$ cat config.mk
export PLATFORM = sky130hd
export DESIGN_NAME = alu_seq_iter_flat
export DESIGN_NICKNAME = d
export VERILOG_FILES = /design/src/rtl/alu_seq_iter_if.sv /design/src/rtl/alu_seq_iter.sv /design/src/flat_wrapper.sv
export SDC_FILE = /design/constraint.sdc
export NUM_CORES = 1
export LEC_CHECK = 0
export CORE_MARGIN = 3
export CORE_UTILIZATION = 57
export DETAILED_ROUTE_END_ITERATION = 8
export PLACE_DENSITY = 0.88
export SETUP_SLACK_MARGIN = 0.3
export SLEW_MARGIN = 20
export SYNTH_ARGS = -nofsm -noshare
export SYNTH_HDL_FRONTEND = slang
export SYNTH_SLANG_ARGS = --single-unit
export TNS_END_PERCENT = 30
$ cat constraint.sdc
create_clock -name clk_i -period 2.4 [get_ports clk_i]
set_clock_uncertainty 0.05 [all_clocks]
set_input_delay 0.48 -clock clk_i [delete_from_list [all_inputs] [get_ports clk_i]]
set_output_delay 0.48 -clock clk_i [all_outputs]
set_load 0.01 [all_outputs]
$ cat src/rtl/alu_seq_iter_if.sv
// Request/response bundle for alu_seq_iter: operand request channel plus the
// registered result channel, each under valid/ready flow control.
interface alu_seq_iter_if #(
  parameter int WIDTH = 16,
  parameter int SHW   = $clog2(WIDTH)
);
  logic             in_valid;
  logic             in_ready;
  logic [WIDTH-1:0] a;
  logic [WIDTH-1:0] b;
  logic             b_invert;
  logic [2:0]       alu_op;
  logic [SHW-1:0]   shamt;
  logic             out_valid;
  logic             out_ready;
  logic [WIDTH-1:0] result;
  logic             zero;
  logic             overflow;
  logic             carry_out;

  modport master (
    output in_valid, a, b, b_invert, alu_op, shamt, out_ready,
    input  in_ready, out_valid, result, zero, overflow, carry_out
  );

  modport slave (
    input  in_valid, a, b, b_invert, alu_op, shamt, out_ready,
    output in_ready, out_valid, result, zero, overflow, carry_out
  );
endinterface

$ cat src/rtl/alu_seq_iter.sv
// Handshaked ALU with registered result; shifts iterate one bit per cycle unless
// ALU_BARREL_SHIFT_EN is defined, which selects a single-cycle barrel shifter.
module alu_seq_iter #(
  parameter int WIDTH = 16,
  parameter int SHW   = $clog2(WIDTH)
) (
  input  logic          clk_i,
  input  logic          rst_i,
  alu_seq_iter_if.slave alu_io
);
  typedef enum logic [1:0] {IDLE, SHIFT, DONE} state_t;

  state_t           state_q;
  logic [WIDTH-1:0] result_q;
  logic             zero_q;
  logic             overflow_q;
  logic             carry_q;
  logic             out_valid_q;
`ifndef ALU_BARREL_SHIFT_EN
  logic [WIDTH-1:0] work_q;
  logic [SHW-1:0]   cnt_q;
  logic             sra_q;
  logic [WIDTH-1:0] work_d;
`endif

  logic             in_ready;
  logic             accept;
  logic [WIDTH-1:0] b_eff;
  logic [WIDTH:0]   sum;
  logic [WIDTH-1:0] diff;
  logic             add_ovf;
  logic             slt_bit;
  logic [WIDTH-1:0] op_result;
  logic             op_ovf;
  logic             op_carry;

  assign in_ready = (state_q == IDLE) | ((state_q == DONE) & alu_io.out_ready);
  assign accept   = alu_io.in_valid & in_ready;

  always_comb begin
    b_eff   = alu_io.b_invert ? ~alu_io.b : alu_io.b;
    sum     = {1'b0, alu_io.a} + {1'b0, b_eff} + {{WIDTH{1'b0}}, alu_io.b_invert};
    add_ovf = (alu_io.a[WIDTH-1] == b_eff[WIDTH-1]) & (sum[WIDTH-1] != alu_io.a[WIDTH-1]);
    // SLT always subtracts, independent of BInvert
    diff    = alu_io.a + ~alu_io.b + {{(WIDTH-1){1'b0}}, 1'b1};
    slt_bit = diff[WIDTH-1] ^ ((alu_io.a[WIDTH-1] != alu_io.b[WIDTH-1]) &
                               (diff[WIDTH-1] != alu_io.a[WIDTH-1]));
    op_result = '0;
    op_ovf    = 1'b0;
    op_carry  = 1'b0;
    case (alu_io.alu_op)
      3'b000: op_result = alu_io.a & alu_io.b;
      3'b001: op_result = {{(WIDTH-1){1'b0}}, slt_bit};
      3'b010: op_result = alu_io.a | alu_io.b;
      3'b011: op_result = alu_io.a ^ alu_io.b;
      3'b100, 3'b101: begin
        op_result = sum[WIDTH-1:0];
        op_ovf    = add_ovf;
        op_carry  = sum[WIDTH];
      end
`ifdef ALU_BARREL_SHIFT_EN
      3'b110: op_result = alu_io.a << alu_io.shamt;
      3'b111: op_result = $signed(alu_io.a) >>> alu_io.shamt;
`else
      // Only reached for a zero shift amount; non-zero shifts go through SHIFT
      3'b110, 3'b111: op_result = alu_io.a;
`endif
      default: op_result = '0;
    endcase
  end

`ifndef ALU_BARREL_SHIFT_EN
  always_comb begin
    work_d = sra_q ? {work_q[WIDTH-1], work_q[WIDTH-1:1]} : {work_q[WIDTH-2:0], 1'b0};
  end
`endif

  always_ff @(posedge clk_i or posedge rst_i) begin
    if (rst_i) begin
      state_q     <= IDLE;
      result_q    <= '0;
      zero_q      <= 1'b0;
      overflow_q  <= 1'b0;
      carry_q     <= 1'b0;
      out_valid_q <= 1'b0;
`ifndef ALU_BARREL_SHIFT_EN
      work_q      <= '0;
      cnt_q       <= '0;
      sra_q       <= 1'b0;
`endif
    end else begin
      case (state_q)
        IDLE, DONE: begin
          if (accept) begin
`ifndef ALU_BARREL_SHIFT_EN
            if ((alu_io.alu_op[2:1] == 2'b11) && (alu_io.shamt != '0)) begin
              work_q      <= alu_io.a;
              cnt_q       <= alu_io.shamt;
              sra_q       <= alu_io.alu_op[0];
              out_valid_q <= 1'b0;
              state_q     <= SHIFT;
            end else
`endif
            begin
              result_q    <= op_result;
              zero_q      <= (op_result == '0);
              overflow_q  <= op_ovf;
              carry_q     <= op_carry;
              out_valid_q <= 1'b1;
              state_q     <= DONE;
            end
          end else if ((state_q == DONE) && alu_io.out_ready) begin
            out_valid_q <= 1'b0;
            state_q     <= IDLE;
          end
        end
`ifndef ALU_BARREL_SHIFT_EN
        SHIFT: begin
          work_q <= work_d;
          cnt_q  <= cnt_q - SHW'(1);
          if (cnt_q == SHW'(1)) begin
            result_q    <= work_d;
            zero_q      <= (work_d == '0);
            overflow_q  <= 1'b0;
            carry_q     <= 1'b0;
            out_valid_q <= 1'b1;
            state_q     <= DONE;
          end
        end
`endif
        default: state_q <= IDLE;
      endcase
    end
  end

  assign alu_io.in_ready  = in_ready;
  assign alu_io.out_valid = out_valid_q;
  assign alu_io.result    = result_q;
  assign alu_io.zero      = zero_q;
  assign alu_io.overflow  = overflow_q;
  assign alu_io.carry_out = carry_q;
endmodule

$ cat src/flat_wrapper.sv
// flat-port wrapper written by rule: the top's interface ports become plain ports
module alu_seq_iter_flat 
#(
  parameter int WIDTH = 16,
  parameter int SHW   = $clog2(WIDTH)
)
  (clk_i, rst_i, alu_io_in_valid, alu_io_a, alu_io_b, alu_io_b_invert, alu_io_alu_op, alu_io_shamt, alu_io_out_ready, alu_io_in_ready, alu_io_out_valid, alu_io_result, alu_io_zero, alu_io_overflow, alu_io_carry_out);
  alu_seq_iter_if #(.WIDTH(WIDTH), .SHW(SHW)) alu_io_i ();
  input  logic clk_i;
  input  logic rst_i;
  input wire logic [$bits(alu_io_i.in_valid)-1:0] alu_io_in_valid;
  input wire logic [$bits(alu_io_i.a)-1:0] alu_io_a;
  input wire logic [$bits(alu_io_i.b)-1:0] alu_io_b;
  input wire logic [$bits(alu_io_i.b_invert)-1:0] alu_io_b_invert;
  input wire logic [$bits(alu_io_i.alu_op)-1:0] alu_io_alu_op;
  input wire logic [$bits(alu_io_i.shamt)-1:0] alu_io_shamt;
  input wire logic [$bits(alu_io_i.out_ready)-1:0] alu_io_out_ready;
  output wire logic [$bits(alu_io_i.in_ready)-1:0] alu_io_in_ready;
  output wire logic [$bits(alu_io_i.out_valid)-1:0] alu_io_out_valid;
  output wire logic [$bits(alu_io_i.result)-1:0] alu_io_result;
  output wire logic [$bits(alu_io_i.zero)-1:0] alu_io_zero;
  output wire logic [$bits(alu_io_i.overflow)-1:0] alu_io_overflow;
  output wire logic [$bits(alu_io_i.carry_out)-1:0] alu_io_carry_out;
  assign alu_io_i.in_valid = alu_io_in_valid;
  assign alu_io_i.a = alu_io_a;
  assign alu_io_i.b = alu_io_b;
  assign alu_io_i.b_invert = alu_io_b_invert;
  assign alu_io_i.alu_op = alu_io_alu_op;
  assign alu_io_i.shamt = alu_io_shamt;
  assign alu_io_i.out_ready = alu_io_out_ready;
  assign alu_io_in_ready = alu_io_i.in_ready;
  assign alu_io_out_valid = alu_io_i.out_valid;
  assign alu_io_result = alu_io_i.result;
  assign alu_io_zero = alu_io_i.zero;
  assign alu_io_overflow = alu_io_i.overflow;
  assign alu_io_carry_out = alu_io_i.carry_out;
  alu_seq_iter #(.WIDTH(WIDTH), .SHW(SHW)) u_core (.clk_i(clk_i), .rst_i(rst_i), .alu_io(alu_io_i));
endmodule
==> results of run 1 <==
cell families after synthesis:
group / count (synthesis) / share of synthesized area, %
AOI/OAI and AO/OA: 178 / 25.8
xor gates and xnor gates: 28 / 5.24
adders and majority gates: 69 / 18.8
buffers and inverters: 76 / 6.63
DFF: 43 / 23.0
muxes: 22 / 5.10
and+or+nand+nor: 152 / 15.5
cells in the mapped netlist (5+ instances only):
cell      count  area (um2)
dfrtp_1      43        1080
a22o_1        8        70.1
nor2_1       37         139
inv_1        47         176
a211oi_1     11        82.6
nor4_1        7        43.8
buf_2         8        40.0
xor2_1       19         166
a21oi_1      55         275
a31oi_1      12        75.1
nand2_1      51         191
o211ai_1      5        37.5
nand2b_1      6        37.5
a21o_1       11        82.6
mux2i_1      16         160
o21ai_0      29         145
xnor2_1       9        78.8
nand3_1      10        50.1
a221o_1       6        60.1
ha_1         67         838
clkbuf_1     19        71.3
nor3_1        6        30.0
nor2b_1      12        75.1
mux2_2        5        56.3
per-stage QoR:
step | util (%) | std cells | setup WS, ns
global placement | 83.3 | 854 | -1.72
detailed placement | 83.3 | 854 | -1.91
CTS | 94.0 | 882 | -1.13
floorplan | - | 568 | -0.862
timing repair:
action | CTS
resized for setup | 182
endpoints found under the setup margin | 40
pin swaps | 59
buffers inserted | 20
==> results.txt, run 1 <==
top_reg_cell synth = dfrtp_1
post-synthesis sequential area ratio = 23.0%
PortBufs = 64
Final Wtd Congestion = 1.06
site row count = 32
Synth Net Count = 681
outcome = did not finish
post-GRT worst EP = u_core.alu_io.zero$_DFFE_PP0P_/D
syn avg cell area = 8.24 um2
clk buf depth = 2
total CTS buffers = 5
I/O pin count = 65
pin count of the biggest net entering global routing = 33
Post-CTS Hold Buffers = 0
first logged error message = [ERROR DPL-0038] Utilization greater than 100%, impossible to legalize
placed cell areas = 0.00654 mm2
worst endpoint pin kind = sequential cell input
CTS Sinks = 43
Die W = 96.6 um
Post-DP HPWL = 13600 um
root buffer cell = clkbuf_8
mapped cell area = 0.00468 mm2
Synth async-reset ratio = 100%
Fail Step = 5_1_grt
Unique masters post-synth = 64
H-tree levels = 2
Initial Utilization = 59.7%
Mapped Cells = 568
Die Span Y = 96.6 um
FF+latch count, synth = 43
count of warnings emitted by yosys = 0
EDFF count, synth = 0
==> run 2, diff against run 1 <==
--- a/config.mk
+++ b/config.mk
@@ -6,10 +6,9 @@
 export NUM_CORES = 1
 export LEC_CHECK = 0
 export CORE_MARGIN = 3
-export CORE_UTILIZATION = 57
+export CORE_UTILIZATION = 40
 export DETAILED_ROUTE_END_ITERATION = 8
-export PLACE_DENSITY = 0.88
-export SETUP_SLACK_MARGIN = 0.3
+export PLACE_DENSITY_LB_ADDON = 0.15
 export SLEW_MARGIN = 20
 export SYNTH_ARGS = -nofsm -noshare
 export SYNTH_HDL_FRONTEND = slang
==> run 2 against run 1 <==
  * The flow now finishes, with violations (negative setup slack)
  * Synthesized cell count stayed put
  * Synthesized area stayed put
==> results.txt, run 2 <==
outcome = finished, violations left
violated checks = negative setup slack
RSZ-0062 raised after global routing = yes
Worst Setup End Kind = register
CP Class = in -> reg
critical path arrival = 3.52 ns
CP cell instances = clkbuf_2, inv_2, buf_4, ha_1, a21oi_2, nor2_2, o21ai_2, a21oi_2, o21ai_1, a211oi_2, a211o_1, a221oi_2, fa_2, nor2_1, a22oi_1, o221a_2, nor4_2, nand4_1, nor4_2, and4b_1, a221o_1
first-pass detailed-route iteration total = 7
Max IR drop VDD = 0.767 mV
area of the die = 0.0130 mm2
vias in the first global route = 5048
clk buf depth = 2
EDFF count, synth = 0
drt total wl = 15800 um
clk_lat worst skew = 0.28 ns
mapped cell area = 0.00468 mm2
initial antenna violation count = 0
Synth Area in XOR/XNOR = 5.24%
CP required = 2.52 ns
clk slew on worst S/H paths = 0.06 ns
Compound-Gate Fraction of Synth Area = 25.8%
crit-path max cell delay = 0.28 ns
Synth top area share = 23.0%
max_slew headroom = 50.5%
layout cells sized above 1 = 39.5%
critical path launch point type = input port
count leader, synth = ha_1
worst r2r path cells = 6
top_reg_cell synth = dfrtp_1
sw frac = 39.5%
site row count = 38
CTS Sinks = 43
post-DR wirelength/cell = 17.4 um
total CTS buffers = 5
Synth Net Count = 681
sequential share of power = 28.6%
Hold WC Path Type = reg -> reg
commonest non-fill, non-tap cells in the layout = buf_4 (137), nand2_1 (48), ha_1 (47)
Setup Viol. Count Final = 17
max-slew violations = 0
FILL cells = 943
post-synthesis sequential area ratio = 23.0%
syn avg cell area = 8.24 um2
top cells by area, synth = dfrtp_1 (23%), ha_1 (18%), a21oi_1 (5.9%)
FF+latch count, synth = 43
synthesized-area fraction occupied by adder cells = 18.8%
internal power = 0.00296 W
H-tree levels = 2
top cells by count, synth = ha_1 (67), a21oi_1 (55), nand2_1 (51)
first-pass GRT wire length = 25000 um
count of warnings emitted by yosys = 0
Final Wtd Congestion = 0.873
I/O pin count = 65
Simple-Gate Fraction of Synth Area = 15.5%
GR Overflow Total = 0
max-cap violation count = 0
final worst slack = -1.01 ns
cell taking the most area after synthesis = dfrtp_1
Synth async-reset ratio = 100%
Iteration-0 DRC Markers = 351
Final Util = 67.5%
largest family of logic cells by synthesized area = compound AO/OA/AOI/OAI gates
PwrDens = 651 mW/mm2
Clk pwr share = 13.6%
Net Sw Power = 0.00193 W
WHS Path Cells = 1
pin count of the biggest net entering global routing = 44
Worst-Margin Slew = 0.743 ns
Tmin final = 3.41 ns
Post-CTS Hold Buffers = 0
combinational power share = 57.9%
Post-route DRC = 0
PortBufs = 64
Total GRT Usage = 23.8%
crit path max-delay cell type = a221oi_2
root buffer cell = clkbuf_16
Post-DP HPWL = 12100 um
Mapped Cells = 568
Unique masters post-synth = 64
LEAKAGE = 3.43 nW
Initial Utilization = 42.1%
Total Power = 0.00489 W
most common cell after layout, fill and taps aside = buf_4
Peak Freq = 294 MHz
Die W = 114 um
Layout area overhead = 60.4%
period utilization = 142%
antenna cell count = 0
Die Span Y = 114 um
Final ANT Viol Nets = 0
Vias/cell = 5.52
core box area = 0.0111 mm2
via count = 5024
NumNets Final = 882
CP Max Fanout = 2
Hold Fails Final Rpt = 0
mux contribution to synthesized area = 5.10%
TritonCTS clock tree = built
## run 2: cell counts after synthesis
Identical to the previous run, type by type.
## run 2: worst paths after layout
path / to / startpoint / slack [ns]
worst max-delay path: u_core.alu_io.zero$_DFFE_PP0P_ / alu_io_b[2] / -1.01
worst min-delay path: u_core.alu_io.result[14]$_DFFE_PP0P_ / u_core.alu_io.result[14]$_DFFE_PP0P_ / 0.43
worst max register to register: u_core.alu_io.result[12]$_DFFE_PP0P_ / u_core.sra_q$_DFFE_PP0P_ / 0.45
worst min register to register: u_core.alu_io.result[14]$_DFFE_PP0P_ / u_core.alu_io.result[14]$_DFFE_PP0P_ / 0.43
max in group asynchronous: u_core.cnt_q[1]$_DFFE_PP0P_ / rst_i / 1.33
min in group asynchronous: u_core.alu_io.result[14]$_DFFE_PP0P_ / rst_i / 0.59
## run 2: layout make-up
cell class                 instances  area [um2]  area share, %
multi-input combinational        449        3990           53.1
timing repair buffer             223        1940           25.8
sequential                        43        1080           14.3
inverter                          47         191           2.55
tap                              140         175           2.33
clock buffer                       5         125           1.67
clock inverter                     3        20.0          0.267
## run 2: critical path, delay by kind of cell
kind	cells	cell delay, ns
AO/OA/AOI/OAI	10	1.85
adder cells (fa/ha/maj)	2	0.43
buffers and inverters	3	0.27
AND/OR/NAND/NOR	6	0.50
## run 2: timing repair
action | CTS | global route
pin swaps | 69 | 57
setup buffers | 16 | 6
endpoints found under the setup margin | 36 | 22
gates resized for setup | 132 | 66
cloned | 0 | 0
endpoints found under the hold margin | 0 | 0
## run 2: cells by family (layout without fill, tap and decap cells)
group	Yosys count	in the layout
buffers and inverters	76	278
adders and majority gates	69	69
muxes	22	22
xor gates and xnor gates	28	28
and+or+nand+nor	152	152
AOI/OAI and AO/OA	178	178
DFF	43	43
## run 2: metrics by stage
stage	instances	area [um2]	TNS (ns)	setup slack, ns	hold WS (ns)
floorplan	568	4810	-3.69	-0.862	0.404
global placement	884	6590	-27.40	-1.76	0.414
detailed placement	884	6590	-28.74	-1.82	0.424
CTS	907	7220	-6.37	-1.06	0.437
global route	910	7510	-6.91	-1.21	0.461
finish	910	7510	-5.13	-1.01	0.429
## run 2: power groups by stage
stage	Sequential (W)	Clock [W]	Combinational (W)
CTS	0.00139	0.000671	0.00268
floorplan	0.00134	0	0.00136
global route	0.00145	0.000704	0.00309
global placement	0.00139	0	0.00245
detailed placement	0.00140	0	0.00250
finish	0.00140	0.000663	0.00283
## run 2: per-layer routing
metal,track usage (%),vias up,share of wire [%]
met5,0,-,0
met4,5.23,0,1.9
met3,2.01,25,4.7
met2,41.8,155,49
met1,31.9,2423,44
li1,-,2421,-
(Power assumes the default switching activity.)
==> run 3, diff against run 2 <==
--- a/config.mk
+++ b/config.mk
@@ -8,6 +8,7 @@
 export CORE_MARGIN = 3
 export CORE_UTILIZATION = 40
 export DETAILED_ROUTE_END_ITERATION = 8
+export GPL_ROUTABILITY_DRIVEN = 0
 export PLACE_DENSITY_LB_ADDON = 0.15
 export SLEW_MARGIN = 20
 export SYNTH_ARGS = -nofsm -noshare
==> run 3 against run 2 <==
  * The flow still finishes with violations (negative setup slack)
  * Critical path depth did not move
  * Sequential share of layout area decreased by 0.083 points
  * Worst hold slack got worse by 0.0044 ns
  * Register-to-register slack got worse by 0.25 ns
  * Total power up 0.12%
  * First-iteration DRC count rose by 23%
  * Sequential power hardly changed
  * Clock-buffer cell count up 2
  * Highest routed layer unchanged
==> results.txt, run 3 (same netlist as run 2, synthesis figures left out) <==
max-cap violation count = 0
TritonCTS clock tree = built
PortBufs = 64
GR Overflow Total = 0
register area = 0.00108 mm2
NumNets Final = 887
combinational power share = 57.8%
multi-input logic area = 0.00395 mm2
internal power = 0.00295 W
Total Power = 0.00489 W
violated checks = negative setup slack
LEAKAGE = 3.44 nW
site row count = 38
I/O pin count = 65
Worst Setup End Kind = register
H-tree levels = 2
layout cells sized above 1 = 38.8%
RSZ-0062 raised after global routing = yes
total CTS buffers = 5
reg2reg start = u_core.sra_q$_DFFE_PP0P_
non-filler cells, final = 915
area of the die = 0.0130 mm2
Max IR drop VDD = 0.755 mV
CP Class = in -> reg
Post-CTS Hold Buffers = 0
outcome = finished, violations left
Final ANT Viol Nets = 0
placed insts = 879
Post-route DRC = 0
WHS Path Cells = 1
vias in the first global route = 5216
period utilization = 141%
max-slew violations = 0
Hold Path Origin = u_core.alu_io.out_valid$_DFFE_PP0P_
most common cell after layout, fill and taps aside = buf_4
final worst slack = -0.995 ns
Die W = 114 um
FF-to-FF End = u_core.alu_io.zero$_DFFE_PP0P_
Clk pwr share = 13.3%
Net Sw Power = 0.00195 W
worst r2r path cells = 5
Die Span Y = 114 um
flop2flop setup slack = 0.20 ns
Layout area overhead = 61.4%
Hold Fails Final Rpt = 0
pin count of the biggest net entering global routing = 44
sw frac = 39.8%
Hold WC Path Type = reg -> reg
sequential share of power = 28.9%
Vias/cell = 5.58
max_slew headroom = 51.0%
Setup Viol. Count Final = 17
CTS Sinks = 43
Post-DP HPWL = 12100 um
drt total wl = 16400 um
post-DR wirelength/cell = 17.9 um
clk slew on worst S/H paths = 0.06 ns
CP Max Fanout = 4
Iteration-0 DRC Markers = 433
first-pass detailed-route iteration total = 5
initial antenna violation count = 0
Tmin final = 3.40 ns
CP required = 2.52 ns
Worst-Margin Slew = 0.735 ns
FILL cells = 918
first-pass GRT wire length = 26500 um
Hold Path End = u_core.alu_io.out_valid$_DFFE_PP0P_
critical path arrival = 3.51 ns
root buffer cell = clkbuf_16
Peak Freq = 295 MHz
commonest non-fill, non-tap cells in the layout = buf_4 (136), nand2_1 (49), ha_1 (46)
via count = 5107
critical path launch point type = input port
clk buf depth = 2
PwrDens = 648 mW/mm2
clk_lat worst skew = 0.28 ns
Total GRT Usage = 25.1%
Initial Utilization = 42.1%
core box area = 0.0111 mm2
antenna cell count = 0
-- run 3: cell types whose count changed in the layout (fill, tap and decap cells not counted), moves of 3 or more --
cell	previous run	this run
buf_2	3	7
clkbuf_2	8	0
o21ai_2	9	4
a211oi_2	3	0
o21ai_1	4	8
buf_6	17	25
-- run 3: metal layers --
metal / part of all wire, % / up-vias / track usage [%]
li1: - / 2428 / -
met1: 44 / 2462 / 33.0
met2: 48 / 174 / 43.0
met3: 5.2 / 43 / 1.74
met4: 3.1 / 0 / 9.90
met5: 0 / - / 0
-- run 3: power groups by stage --
stage | Sequential [W] | Combinational (W) | Clock, W
finish | 0.00141 | 0.00283 | 0.000651
global route | 0.00145 | 0.00308 | 0.000687
CTS | 0.00139 | 0.00273 | 0.000665
detailed placement | 0.00140 | 0.00248 | 0
global placement | 0.00138 | 0.00243 | 0
floorplan | 0.00134 | 0.00136 | 0
-- run 3: final cells by class --
cell class                      count  area share [%]
Inverter                           47            2.60
Tap cell                          140            2.32
Clock buffer                        7            1.76
Clock inverter                      1          0.0662
Timing Repair Buffer              228            26.7
Sequential cell                    43            14.2
Multi-Input combinational cell    449            52.3
-- run 3: repair_timing --
item / CTS / global route
endpoints found under the setup margin: 36 / 19
pin swaps: 86 / 39
buffers inserted: 29 / 3
resized for setup: 173 / 43
-- run 3: per-stage QoR --
step	instance area, um2	hold WS, ns	utilization [%]	setup TNS [ns]	setup slack, ns
3_5_place_dp	6550	0.419	58.9	-29.83	-1.82
2_1_floorplan	4810	0.404	-	-3.69	-0.862
4_1_cts	7360	0.432	66.2	-5.37	-1.14
6_report	7550	0.424	67.9	-4.70	-0.995
5_1_grt	7550	0.451	67.9	-6.26	-1.17
3_3_place_gp	6550	0.414	58.9	-28.84	-1.74
-- run 3: worst max-delay path by stage --
stage	startpoint	endpoint	slack, ns	cells after the start
6_report	alu_io_a[1]	u_core.alu_io.zero$_DFFE_PP0P_	-1.0	21
5_1_grt	alu_io_a[1]	u_core.alu_io.zero$_DFFE_PP0P_	-1.17	21
4_1_cts	alu_io_a[1]	u_core.alu_io.zero$_DFFE_PP0P_	-1.14	22
3_5_place_dp	alu_io_a[1]	u_core.alu_io.zero$_DFFE_PP0P_	-1.82	22
3_3_place_gp	alu_io_a[1]	u_core.alu_io.zero$_DFFE_PP0P_	-1.74	22
2_1_floorplan	alu_io_a[1]	u_core.alu_io.zero$_DFFE_PP0P_	-0.86	20
-- run 3: critical path, stage by stage --
cell	delay [ns]
buf_12	0.12
buf_6	0.11
ha_4	0.14
o21bai_4	0.16
a21oi_2	0.11
nor2_1	0.05
o21ai_1	0.17
a21oi_1	0.10
o21ai_1	0.14
a211oi_1	0.08
a211o_1	0.25
a221oi_2	0.28
fa_2	0.25
nor2_2	0.04
a22oi_2	0.15
o221a_2	0.22
nor4_2	0.05
nand4_1	0.10
nor4_1	0.05
and4b_1	0.18
a221o_1	0.29
==> run 4, diff against run 3 <==
--- a/config.mk
+++ b/config.mk
@@ -5,11 +5,11 @@
 export SDC_FILE = /design/constraint.sdc
 export NUM_CORES = 1
 export LEC_CHECK = 0
+export CORE_ASPECT_RATIO = 0.6
 export CORE_MARGIN = 3
 export CORE_UTILIZATION = 40
 export DETAILED_ROUTE_END_ITERATION = 8
 export GPL_ROUTABILITY_DRIVEN = 0
-export PLACE_DENSITY_LB_ADDON = 0.15
 export SLEW_MARGIN = 20
 export SYNTH_ARGS = -nofsm -noshare
 export SYNTH_HDL_FRONTEND = slang
==> run 4 against run 3 <==
  * The flow still finishes with violations (negative setup slack)
  * Worst hold slack improved by 0.00074 ns
  * Total power up 3.3%
  * Via count grew 0.14%
  * Design area shrank 0.98%
  * Clock-buffer cell count is 1 lower
  * Core utilization grew 0.14 points
  * Flip-flop and latch count unchanged
  * Sequential power about the same
  * Clock power is 24% higher
  * Die area is 0.33% higher
  * Routed wire length increased by 2.8%
  * Sequential share of layout area rose by 0.14 points
  * Critical endpoint is now u_core.alu_io.result[0]$_DFFE_PP0P_
  * Largest power group unchanged
==> results.txt, run 4 (same netlist as run 2, synthesis figures left out) <==
outcome = finished, violations left
violated checks = negative setup slack
Initial Utilization = 42.6%
TritonCTS clock tree = built
Post-DP HPWL = 13000 um
Setup Viol. Count Final = 17
period utilization = 144%
register area = 0.00108 mm2
multi-input logic area = 0.00385 mm2
placed insts = 901
WHS Path Cells = 1
max-slew violations = 0
clk slew on worst S/H paths = 0.06 ns
most common cell after layout, fill and taps aside = buf_4
metal3 WL = 1320 um
PwrDens = 676 mW/mm2
first-pass GRT wire length = 27100 um
Iteration-0 DRC Markers = 386
NumNets Final = 883
Post-route DRC = 0
CP required = 2.55 ns
RSZ-0062 raised after global routing = yes
Top Metal Used = met4
GR Overflow Total = 0
vias in the first global route = 5205
Vias/cell = 5.52
FILL cells = 882
Die W = 146 um
reg2reg start = u_core.cnt_q[1]$_DFFE_PP0P_
critical path launch point type = input port
Tmin final = 3.46 ns
drt total wl = 16900 um
worst r2r path cells = 9
H-tree levels = 2
I/O pin count = 65
antenna cell count = 0
Hold Path Origin = u_core.alu_io.result[8]$_DFFE_PP0P_
FF-to-FF End = u_core.alu_io.result[15]$_DFFE_PP0P_
Hold WC Path Type = reg -> reg
Worst Setup End Kind = register
critical path arrival = 3.62 ns
via count = 5114
PortBufs = 64
root buffer cell = clkbuf_16
Total GRT Usage = 25.4%
Final Util = 68.0%
non-filler cells, final = 926
CP Class = in -> reg
CP Max Fanout = 2
first-pass detailed-route iteration total = 5
max-cap violation count = 0
layout cells sized above 1 = 38.7%
Final ANT Viol Nets = 0
final worst slack = -1.06 ns
Worst-Margin Slew = 0.736 ns
pin count of the biggest net entering global routing = 35
LEAKAGE = 3.43 nW
flop2flop setup slack = 0.38 ns
Layout area overhead = 59.8%
Die Span Y = 89.8 um
site row count = 29
CTS Sinks = 43
commonest non-fill, non-tap cells in the layout = buf_4 (136), ha_1 (51), nand2_1 (49)
area of the die = 0.0131 mm2
WL met2 = 7230 um
clk buf depth = 2
Max IR drop VDD = 0.499 mV
total CTS buffers = 5
clk_lat worst skew = 0.29 ns
Hold Path End = u_core.alu_io.result[8]$_DFFE_PP0P_
Hold Fails Final Rpt = 0
max_slew headroom = 50.6%
post-DR wirelength/cell = 18.2 um
core box area = 0.0110 mm2
initial antenna violation count = 0
M1 WL = 8150 um
Peak Freq = 289 MHz
run 4: cell count changes in the layout (fill, tap and decap cells not counted), moves of 3 or more:
cell           before  now
buf_2               7    4
buf_6              25   18
clkbuf_2            0    5
dlygate4sd2_1       7    4
ha_1               46   51
ha_4               18   12
nor2_4              0    3
o21ai_2             4    8
xor2_1             10   14
run 4: power breakdown:
part	total (W)	switching [W]	internal [W]
Clock	0.000810	0.000293	0.000518
Sequential	0.00140	0.000339	0.00106
Combinational	0.00285	0.00138	0.00147
Total	0.00505	0.00201	0.00305
run 4: cell type report:
| cell class | count | area share [%] |
|---|---|---|
| clock buffer | 6 | 1.86 |
| inverter | 47 | 2.56 |
| multi-input combinational | 449 | 51.5 |
| timing repair buffer | 224 | 26.7 |
| sequential | 43 | 14.4 |
| clock inverter | 2 | 0.468 |
| tap | 155 | 2.59 |
run 4: timing repair:
action,4_1_cts,5_1_grt
cloned,1,0
endpoints found under the setup margin,19,18
hold buffers,0,0
pin swaps,65,42
resized for setup,150,44
buffers inserted,19,4
run 4: worst max-delay path by stage:
stage                            from                                  end  slack (ns)  depth (start not counted)
after global placement    alu_io_a[1]       u_core.alu_io.zero$_DFFE_PP0P_       -1.78                         22
after detailed placement  alu_io_a[1]       u_core.alu_io.zero$_DFFE_PP0P_       -2.02                         22
final                     alu_io_b[1]  u_core.alu_io.result[0]$_DFFE_PP0P_       -1.06                         24
after global routing      alu_io_b[1]  u_core.alu_io.result[0]$_DFFE_PP0P_       -1.22                         24
after floorplan           alu_io_a[1]       u_core.alu_io.zero$_DFFE_PP0P_       -0.86                         20
after CTS                 alu_io_a[1]       u_core.alu_io.zero$_DFFE_PP0P_       -1.13                         22
run 4: worst max-delay path, stage by stage:
cell	delay, ns
buf_6	0.08
inv_4	0.04
ha_2	0.17
o21bai_4	0.16
a21oi_2	0.14
nor2_2	0.06
o21ai_2	0.17
a21oi_2	0.09
o21ai_2	0.15
a211oi_2	0.07
a211o_1	0.25
a221oi_2	0.29
fa_2	0.28
nor2_4	0.04
a22oi_2	0.14
o221a_2	0.22
buf_4	0.11
buf_4	0.09
buf_6	0.08
buf_6	0.08
buf_6	0.07
buf_4	0.10
nand2_2	0.05
a31oi_1	0.19
run 4: metal layers:
layer  global-route usage [%]  vias to the layer above
li1                         -                     2434
met1                     38.5                     2443
met2                     37.8                      218
met3                     4.87                       19
met4                     4.34                        0
met5                        0                        -
run 4: stage by stage:
stage | TNS [ns] | power [W] | hold WS (ns) | instance area [um2] | worst slack, ns
6_report | -6.21 | 0.00505 | 0.425 | 7480 | -1.06
5_1_grt | -8.02 | 0.00538 | 0.448 | 7480 | -1.22
2_1_floorplan | -3.69 | 0.00270 | 0.404 | 4810 | -0.862
3_5_place_dp | -21.97 | 0.00391 | 0.415 | 6650 | -2.02
4_1_cts | -6.74 | 0.00496 | 0.429 | 7360 | -1.13
3_3_place_gp | -20.84 | 0.00385 | 0.408 | 6650 | -1.78
